--- src/rtl/matrix_keypad_scanner_if.sv ---
// Keypad-side signal bundle: row return lines in, column strobe and key report out.
// Latency: none, wires only.
// Backpressure: none; tecla_valida is a one-cycle pulse the consumer must take when high.
interface matrix_keypad_scanner_if;
  logic [6:0] linhas;
  logic [4:0] contador_ring;
  logic [5:0] codigo_tecla;
  logic       tecla_valida;
  logic       tecla_pressionada;

  // Scanner side: samples rows, drives strobes and key report.
  modport master (
    input  linhas,
    output contador_ring,
    output codigo_tecla,
    output tecla_valida,
    output tecla_pressionada
  );

  // Keypad/consumer side.
  modport slave (
    output linhas,
    input  contador_ring,
    input  codigo_tecla,
    input  tecla_valida,
    input  tecla_pressionada
  );
endinterface

--- src/rtl/matrix_keypad_scanner.sv ---
// 5x7 key matrix scanner: one-hot column ring, 2-flop row sync, press/release debounce.
// Latency: 2 sync cycles + dwell sample + DEBOUNCE_CNT high cycles before the valid pulse.
// Backpressure: none; one tecla_valida pulse per accepted press, code held until next press.
module matrix_keypad_scanner #(
  parameter int SCAN_DIV     = 1000,
  parameter int DEBOUNCE_CNT = 50000
) (
  input  logic                     clock,
  input  logic                     reset,
  matrix_keypad_scanner_if.master  kp
);

  localparam int DW = $clog2(SCAN_DIV);
  localparam int BW = (DEBOUNCE_CNT > 1) ? $clog2(DEBOUNCE_CNT) : 1;
  localparam logic [DW-1:0] DWELL_LAST = DW'(SCAN_DIV - 1);
  localparam logic [BW-1:0] DEB_LAST   = BW'(DEBOUNCE_CNT - 1);

  typedef enum logic [1:0] {SCAN, DEBOUNCE, PRESSED, RELEASE} state_t;

  logic [6:0]    sync1_q;
  logic [6:0]    linhas_s_q;
  state_t        state_q;
  logic [4:0]    ring_q;
  logic [DW-1:0] dwell_q;
  logic [BW-1:0] deb_q;
  logic [2:0]    col_q;
  logic [2:0]    row_q;
  logic [5:0]    code_q;
  logic          valid_q;
  logic          held_q;

  logic          ring_ok_d;
  logic [4:0]    ring_rot_d;
  logic [4:0]    ring_hold_d;
  logic [2:0]    col_enc_d;
  logic [2:0]    row_enc_d;
  logic [7:0]    rows_ext_d;
  logic          key_bit_d;
  logic [5:0]    code_d;

  // Two-flop synchronizer for the asynchronous row lines.
  always_ff @(posedge clock or posedge reset) begin
    if (reset) begin
      sync1_q    <= '0;
      linhas_s_q <= '0;
    end else begin
      sync1_q    <= kp.linhas;
      linhas_s_q <= sync1_q;
    end
  end

  // Ring sanitising: any zero or multi-hot value is replaced by column 0.
  always_comb begin
    ring_ok_d   = (ring_q != 5'd0) && ((ring_q & (ring_q - 5'd1)) == 5'd0);
    ring_rot_d  = ring_ok_d ? {ring_q[3:0], ring_q[4]} : 5'b00001;
    ring_hold_d = ring_ok_d ? ring_q : 5'b00001;
  end

  // Column index of the active strobe.
  always_comb begin
    col_enc_d = 3'd0;
    case (ring_q)
      5'b00010: col_enc_d = 3'd1;
      5'b00100: col_enc_d = 3'd2;
      5'b01000: col_enc_d = 3'd3;
      5'b10000: col_enc_d = 3'd4;
      default:  col_enc_d = 3'd0;
    endcase
  end

  // Lowest asserted row wins when several rows are active on one column.
  always_comb begin
    row_enc_d = 3'd0;
    for (int i = 6; i >= 0; i--) begin
      if (linhas_s_q[i]) row_enc_d = 3'(i);
    end
  end

  // Tracked key's row bit and the key code it would report.
  always_comb begin
    rows_ext_d = {1'b0, linhas_s_q};
    key_bit_d  = rows_ext_d[row_q];
    code_d     = ({3'b000, col_q} * 6'd7) + {3'b000, row_q};
  end

  // Scan / debounce FSM with registered key report.
  always_ff @(posedge clock or posedge reset) begin
    if (reset) begin
      state_q <= SCAN;
      ring_q  <= 5'b00001;
      dwell_q <= '0;
      deb_q   <= '0;
      col_q   <= '0;
      row_q   <= '0;
      code_q  <= '0;
      valid_q <= 1'b0;
      held_q  <= 1'b0;
    end else begin
      valid_q <= 1'b0;
      case (state_q)
        SCAN: begin
          if (dwell_q == DWELL_LAST) begin
            dwell_q <= '0;
            if (linhas_s_q == 7'd0) begin
              ring_q <= ring_rot_d;
            end else begin
              col_q   <= col_enc_d;
              row_q   <= row_enc_d;
              deb_q   <= '0;
              ring_q  <= ring_hold_d;
              state_q <= DEBOUNCE;
            end
          end else begin
            dwell_q <= dwell_q + 1'b1;
            ring_q  <= ring_hold_d;
          end
        end
        DEBOUNCE: begin
          ring_q <= ring_hold_d;
          if (!key_bit_d) begin
            // Glitch: abandon this column and move on.
            ring_q  <= ring_rot_d;
            dwell_q <= '0;
            state_q <= SCAN;
          end else if (deb_q == DEB_LAST) begin
            code_q  <= code_d;
            valid_q <= 1'b1;
            held_q  <= 1'b1;
            state_q <= PRESSED;
          end else begin
            deb_q <= deb_q + 1'b1;
          end
        end
        PRESSED: begin
          ring_q <= ring_hold_d;
          if (!key_bit_d) begin
            deb_q   <= '0;
            state_q <= RELEASE;
          end
        end
        RELEASE: begin
          ring_q <= ring_hold_d;
          if (key_bit_d) begin
            // Release bounce: key still considered held, no new report.
            state_q <= PRESSED;
          end else if (deb_q == DEB_LAST) begin
            held_q  <= 1'b0;
            ring_q  <= ring_rot_d;
            dwell_q <= '0;
            state_q <= SCAN;
          end else begin
            deb_q <= deb_q + 1'b1;
          end
        end
        default: begin
          ring_q  <= 5'b00001;
          state_q <= SCAN;
        end
      endcase
    end
  end

  assign kp.contador_ring     = ring_q;
  assign kp.codigo_tecla      = code_q;
  assign kp.tecla_valida      = valid_q;
  assign kp.tecla_pressionada = held_q;

endmodule

--- src/flat_wrapper.sv ---
// flat-port wrapper written by rule: the top's interface ports become plain ports
module matrix_keypad_scanner_flat 
#(
  parameter int SCAN_DIV     = 1000,
  parameter int DEBOUNCE_CNT = 50000
)
  (clock, reset, kp_linhas, kp_contador_ring, kp_codigo_tecla, kp_tecla_valida, kp_tecla_pressionada);
  matrix_keypad_scanner_if kp_i ();
  input  logic clock;
  input  logic reset;
  input wire logic [$bits(kp_i.linhas)-1:0] kp_linhas;
  output wire logic [$bits(kp_i.contador_ring)-1:0] kp_contador_ring;
  output wire logic [$bits(kp_i.codigo_tecla)-1:0] kp_codigo_tecla;
  output wire logic [$bits(kp_i.tecla_valida)-1:0] kp_tecla_valida;
  output wire logic [$bits(kp_i.tecla_pressionada)-1:0] kp_tecla_pressionada;
  assign kp_i.linhas = kp_linhas;
  assign kp_contador_ring = kp_i.contador_ring;
  assign kp_codigo_tecla = kp_i.codigo_tecla;
  assign kp_tecla_valida = kp_i.tecla_valida;
  assign kp_tecla_pressionada = kp_i.tecla_pressionada;
  matrix_keypad_scanner #(.SCAN_DIV(SCAN_DIV), .DEBOUNCE_CNT(DEBOUNCE_CNT)) u_core (.clock(clock), .reset(reset), .kp(kp_i));
endmodule
--- config.mk ---
export PLATFORM = sky130hd
export DESIGN_NAME = matrix_keypad_scanner_flat
export DESIGN_NICKNAME = d
export VERILOG_FILES = /design/src/rtl/matrix_keypad_scanner_if.sv /design/src/rtl/matrix_keypad_scanner.sv /design/src/flat_wrapper.sv
export SDC_FILE = /design/constraint.sdc
export NUM_CORES = 1
export LEC_CHECK = 0
export BUFFER_PORTS_ARGS = -buffer_cell sky130_fd_sc_hd__buf_2
export CORE_MARGIN = 4
export CORE_UTILIZATION = 30
export CTS_CLUSTER_SIZE = 20
export DETAILED_ROUTE_END_ITERATION = 8
export RECOVER_POWER = 100
export SYNTH_ARGS = -nofsm -noshare
export SYNTH_HDL_FRONTEND = slang
export SYNTH_SLANG_ARGS = --single-unit
--- constraint.sdc ---
create_clock -name clock -period 3.02 [get_ports clock]
set_clock_uncertainty 0.15 [all_clocks]
set_input_delay 0.151 -clock clock [delete_from_list [all_inputs] [get_ports clock]]
set_output_delay 0.151 -clock clock [all_outputs]
set_load 0.03 [all_outputs]
# Word-level counts from Yosys, hierarchy flattened
# Cells that the tools add are included.
# totals
ff_bits	61
out_inout_bits	13
# classes
add_sub_neg	4
n_mul	1
order_cmp	1
eq_ne	19
muxes	46
bitwise	2
n_reduce_logical	13
# ops
operator	n
$mux 16	6
$pmux 16 s4	1
$mux 10	4
$mux 5	7
$pmux 10 s3	1
$mux 3	7
$pmux 5 s4	1
$add 16x1->16 const B	1
$eq 16x16->1 const B	1
$reduce_and 5->1	3
$mux 2	7
$pmux 3 s4	1
$add 10x1->10 const B	1
$eq 10x10->1 const B	1
$mux 1	8
$ne 2x1->1 const B	4
$ne 2x2->1 const B	4
$pmux 2 s4	1
$logic_not 7->1	1
$add 6x3->6	1
$mul 3x3->6 const B	1
$reduce_and 3->1	2
$and 5x5->5	1
$eq 5x2->1 const B	1
other kinds (19)	20

# Depth between registers and ports, before layout
# depth
depth_word	8
mapped_depth	9

# Worst setup path after synthesis
# OpenSTA, ideal clock, no wires.
# synth_path
kind	reg-to-reg
start	register u_core.col_q[1]
end	register u_core.code_q[5] (netlist: u_core.kp.codigo_tecla[5])
t_arrival_ps	2534
required_ps	2742
path_slack_ps	208
stages_incl_launch_ff	10
n_path_buf	0
synth_period_minus_slack_ps	2812
cell_sequence	dfrtp_1 -> fa_1 -> inv_1 -> fa_1 -> inv_1 -> fa_1 -> a21o_1 -> a21oi_1 -> xor2_1 -> o21ai_0
# synth_via
elab_chain_cells	2
# synth_rtl
item	line_no	text
start, declared	matrix_keypad_scanner.sv:26	logic [2:0] col_q;
start signal, assigned	matrix_keypad_scanner.sv:107	col_q <= col_enc_d;
$mul 3x3->6	matrix_keypad_scanner.sv:83	code_d = ({3'b000, col_q} * 6'd7) + {3'b000, row_q};
$add 6x3->6	matrix_keypad_scanner.sv:83	
end signal, assigned	matrix_keypad_scanner.sv:126	code_q <= code_d;
end, declared	matrix_keypad_scanner.sv:28	logic [5:0] code_q;
# Every way passes these cells.
# A chain may end at the register's enable or synchronous reset.

# Worst setup path in the final report
# layout_path
start	register u_core.col_q[0]
end	register u_core.code_q[5] (netlist: u_core.kp.codigo_tecla[5])
# Same word-level chain as after synthesis.

==> run summary <==
* completed — outcome
* 12.70 mm — first-pass GRT wire length
* 13.78 um — average wire per standard cell
* 355.3 MHz — highest clock frequency the design can meet
* 2620 — number of global-route vias before repair
* 10980 sq um — core footprint
* 3405 sq um — Cell Area, Synth
* 0 — final hold violations
* 0.05 ns — clock slew seen by the registers of the worst setup and hold paths
* flop — crit path capture type
* 0.4410 — Synth top area share
* 0.2257 — basic-gate share of the synthesized area counting and, or, nand and nor cells
* 0 — final antenna diode count
* 0 — initial antenna violation count
* 485 — Placed Cells
* 0.1683 — area fraction in compound gates after synthesis
* 0.007718 — Synth Area in XOR/XNOR
* 0.001730 uW — static leakage
* 0.2057 ns — crit path setup slack, layout
* 0.03381 — portion of netlist area occupied by mux cells
* 0.06762 — Post-Synth Adder-Cell Area
* 4.954 mm — final HPWL from detailed placement
* flop — type of element launching the critical path
* 1.000 — async set-reset flop share out of synthesis
* 5.100 — detail-routed via count per cell
* 38 — Placement Rows
* 0 — aggregate global routing overflow
* sky130_fd_sc_hd__clkbuf_16 — clk root buf
* 0.3100 — Initial Utilization
* 21 — quantity of I/O buffers inserted on ports
* 10.35 sq um — synthesized area divided by synthesized cell count
* 13120 sq um — Die Footprint
* 3924 sq um — area of all placed cells without fillers
* 97 — first-iteration detailed-routing DRC count
* 2596 — number of vias in the routed layout
* 0 — count of endpoints failing setup in the final report
* 61 — Synth Register Bits
* sky130_fd_sc_hd__dfrtp_1 — Synth area leader
* 0 — Post-synth EDFFs
* 0 — max-slew violation total from the final report
* flop to flop — Setup Crit Path Kind
* 0 — antenna viol nets, final
* 7.016 mm — routed wire length
* 0.008151 — Worst slew margin
* u_core.col_q[0]$_DFFE_PP0P_ — launch point of the worst reg-to-reg path
* 0.1186 — overall routing resource usage
* flop to flop — worst hold path type
* 0.1082 ns — Setup WS pre-CTS
* done — TritonCTS clock tree
* 0 — number of max-cap violations
* 0.1947 ns — Hold Slack
* false — unrepaired setup endpoints after global routing
* sky130_fd_sc_hd__dfrtp_1 — most instantiated flip-flop cell in the synthesis netlist
* 2 — Clock Tree Buf Depth
* 0.9319 — period utilization
* 0.1301 — fraction of layout cells with a size suffix above 1
* u_core.sync1_q[1]$_DFF_PP0_ — Worst Hold Launch
* 478.4 nW/um^2 — power density of the placed cells
* 3.06 ns — Data required, critical path
* 0.33 ns — later-pin clock latency in the skew report
* sky130_fd_sc_hd__dfrtp_1 44%, sky130_fd_sc_hd__ha_1 4.4%, sky130_fd_sc_hd__nand2_1 4.1% — cell types with the largest area share after synthesis
* 0 — number of warnings printed during yosys synthesis
* 253.2 uV — worst vdd ir
* 4 — Worst Path Max Fanout
* 0 ns — sum of negative setup slack
* simple AND/OR/NAND/NOR gates — dominant combinational cell family by area after synthesis
* 4 — length of the first detailed-routing pass in iterations
* 61 — number of sinks handled by clock tree synthesis
* 3 — Max H-tree Level
* 114.5 um — Die Wd
* 71 — number of distinct library cell variants in the gate-level netlist after synthesis
* 22 — number of top-level pins
* 2.86 ns — Arr. time, crit path
* 0.4487 — portion of the post-synthesis area used by sequential elements
* 354 — post-synthesis net count
* 1.488 ns — Worst Tran Pin Value
* 3618 sq um — Cell Area, Placed
* 389 — fin nets
* 9 — CTS buffer count
* 2.814 ns — final period demand of the worst path
* 62 — maximum number of pins on one net before global-route repair
* 0 — # DRC
* 329 — Cells after Synth
* u_core.col_q[0]$_DFFE_PP0P_ — origin of the worst setup path
* 114.5 um — chip height
* 509 — final cell count without fillers
* 15.25% — growth of design area from synthesis to finish
* 0.7616 — RD Place Congestion
where the power goes:
part / leakage, uW / switching [uW] / total, uW / internal (uW)
Combinational: 0.000785 / 23.1 / 37.7 / 14.6
Clock: 0.000143 / 347 / 1010 / 658
Sequential: 0.000802 / 6.08 / 834 / 828
cell usage in the layout (no fill, tap or decap), types with 4 or more instances in the layout:
| master | synthesis | routed |
|---|---|---|
| sky130_fd_sc_hd__dfrtp_1 | 60 | 60 |
| sky130_fd_sc_hd__nand2_1 | 37 | 38 |
| sky130_fd_sc_hd__o21ai_0 | 23 | 23 |
| sky130_fd_sc_hd__nor2_1 | 17 | 17 |
| sky130_fd_sc_hd__clkbuf_1 | 2 | 17 |
| sky130_fd_sc_hd__nand3_1 | 11 | 12 |
| sky130_fd_sc_hd__inv_1 | 13 | 12 |
| sky130_fd_sc_hd__ha_1 | 12 | 12 |
| sky130_fd_sc_hd__a21oi_1 | 11 | 10 |
| sky130_fd_sc_hd__or4_1 | 10 | 10 |
| sky130_fd_sc_hd__nor2b_1 | 9 | 9 |
| sky130_fd_sc_hd__clkbuf_16 | 0 | 9 |
| sky130_fd_sc_hd__dlygate4sd3_1 | 0 | 8 |
| sky130_fd_sc_hd__mux2i_1 | 7 | 7 |
| sky130_fd_sc_hd__nand4_1 | 7 | 7 |
| sky130_fd_sc_hd__buf_2 | 3 | 7 |
| sky130_fd_sc_hd__o211ai_1 | 6 | 6 |
| sky130_fd_sc_hd__a31oi_1 | 5 | 6 |
| sky130_fd_sc_hd__and3_1 | 5 | 5 |
| sky130_fd_sc_hd__o31ai_1 | 5 | 5 |
| sky130_fd_sc_hd__nand2_2 | 6 | 5 |
| sky130_fd_sc_hd__nor3_1 | 3 | 4 |
| sky130_fd_sc_hd__or3_1 | 4 | 4 |
| sky130_fd_sc_hd__a21o_1 | 4 | 4 |
| sky130_fd_sc_hd__nand2b_1 | 4 | 4 |
| sky130_fd_sc_hd__mux2_1 | 4 | 4 |
| sky130_fd_sc_hd__buf_4 | 1 | 4 |
area by class of cell:
cell class / count / area (sq um)
Multi-Input combinational cell: 243 / 1668
Inverter: 14 / 52.55
Timing Repair Buffer: 35 / 206.4
Sequential cell: 61 / 1528
Clock buffer: 12 / 246.5
Fill cell: 1097 / 7059
Clock inverter: 4 / 47.55
Tap cell: 140 / 175.2
routing by layer:
layer	part of all wire	GRT usage
met1	0.49	0.1604
met2	0.46	0.1855
met3	0.035	0.02484
met4	0.014	0.04671
met5	0	0
sequential cells by signal, indices dropped and copies added, names as in the netlist, 3 cells and up, named ones only:
| signal | count |
|---|---|
| u_core.sync1_q | 7 |
| u_core.col_q | 3 |
| u_core.kp.contador_ring | 5 |
| u_core.linhas_s_q | 7 |
| u_core.dwell_q | 10 |
| u_core.kp.codigo_tecla | 6 |
| u_core.deb_q | 16 |
| u_core.row_q | 3 |
Yosys cell counts, drive strengths merged, types with 5 or more instances:
library cell	count
nand3	13
a31oi	6
and3	5
nor2b	9
ha	12
nor2	17
o211ai	6
mux2i	7
buf	7
nand4	7
nand2	43
a21oi	11
or3	5
or4	11
o31ai	5
o21ai	29
dfrtp	60
inv	14
nor3	5
per-stage QoR:
stage               power, uW    util
floorplan               866.2       -
global placement        879.9  0.3295
detailed placement      880.7  0.3295
CTS                      1905  0.3635
global route             1945  0.3573
finish                   1877  0.3573
kinds of logic after synthesis:
kind of cell | count (synthesis)
simple gates | 134
compound gates | 79
flops | 61
buf+inv | 25
fa+ha+maj | 16
mux | 11
xor+xnor | 3
worst max-delay path: stages, from the launching register on:
cell                      delay [ns]
sky130_fd_sc_hd__dfrtp_1        0.42
sky130_fd_sc_hd__fa_1           0.55
sky130_fd_sc_hd__inv_1          0.05
sky130_fd_sc_hd__fa_1           0.49
sky130_fd_sc_hd__inv_1          0.07
sky130_fd_sc_hd__fa_2           0.40
sky130_fd_sc_hd__a21o_1         0.19
sky130_fd_sc_hd__a21oi_2        0.14
sky130_fd_sc_hd__xor2_1         0.14
sky130_fd_sc_hd__o21ai_0        0.08
timing repair:
item | CTS | global route
hold buffers | 8 | 0
endpoints found under the setup margin | 0 | 1
endpoints found under the hold margin | 67 | 0
gates resized for setup | 0 | 3
buffers inserted | 0 | 0
path summary, 6_finish.rpt:
check	endpoint	slack, ns	cells after the start
max	u_core.kp.codigo_tecla[5]$_DFFE_PP0P_	0.21	9
min	u_core.linhas_s_q[1]$_DFF_PP0_	0.19	0
max reg2reg	u_core.kp.codigo_tecla[5]$_DFFE_PP0P_	0.21	9
min reg2reg	u_core.linhas_s_q[1]$_DFF_PP0_	0.19	0
max in group asynchronous	u_core.deb_q[5]$_DFFE_PP0P_	1.12	4
min in group asynchronous	u_core.sync1_q[2]$_DFF_PP0_	0.68	4
No activity file was read; power rests on OpenSTA's default activity.
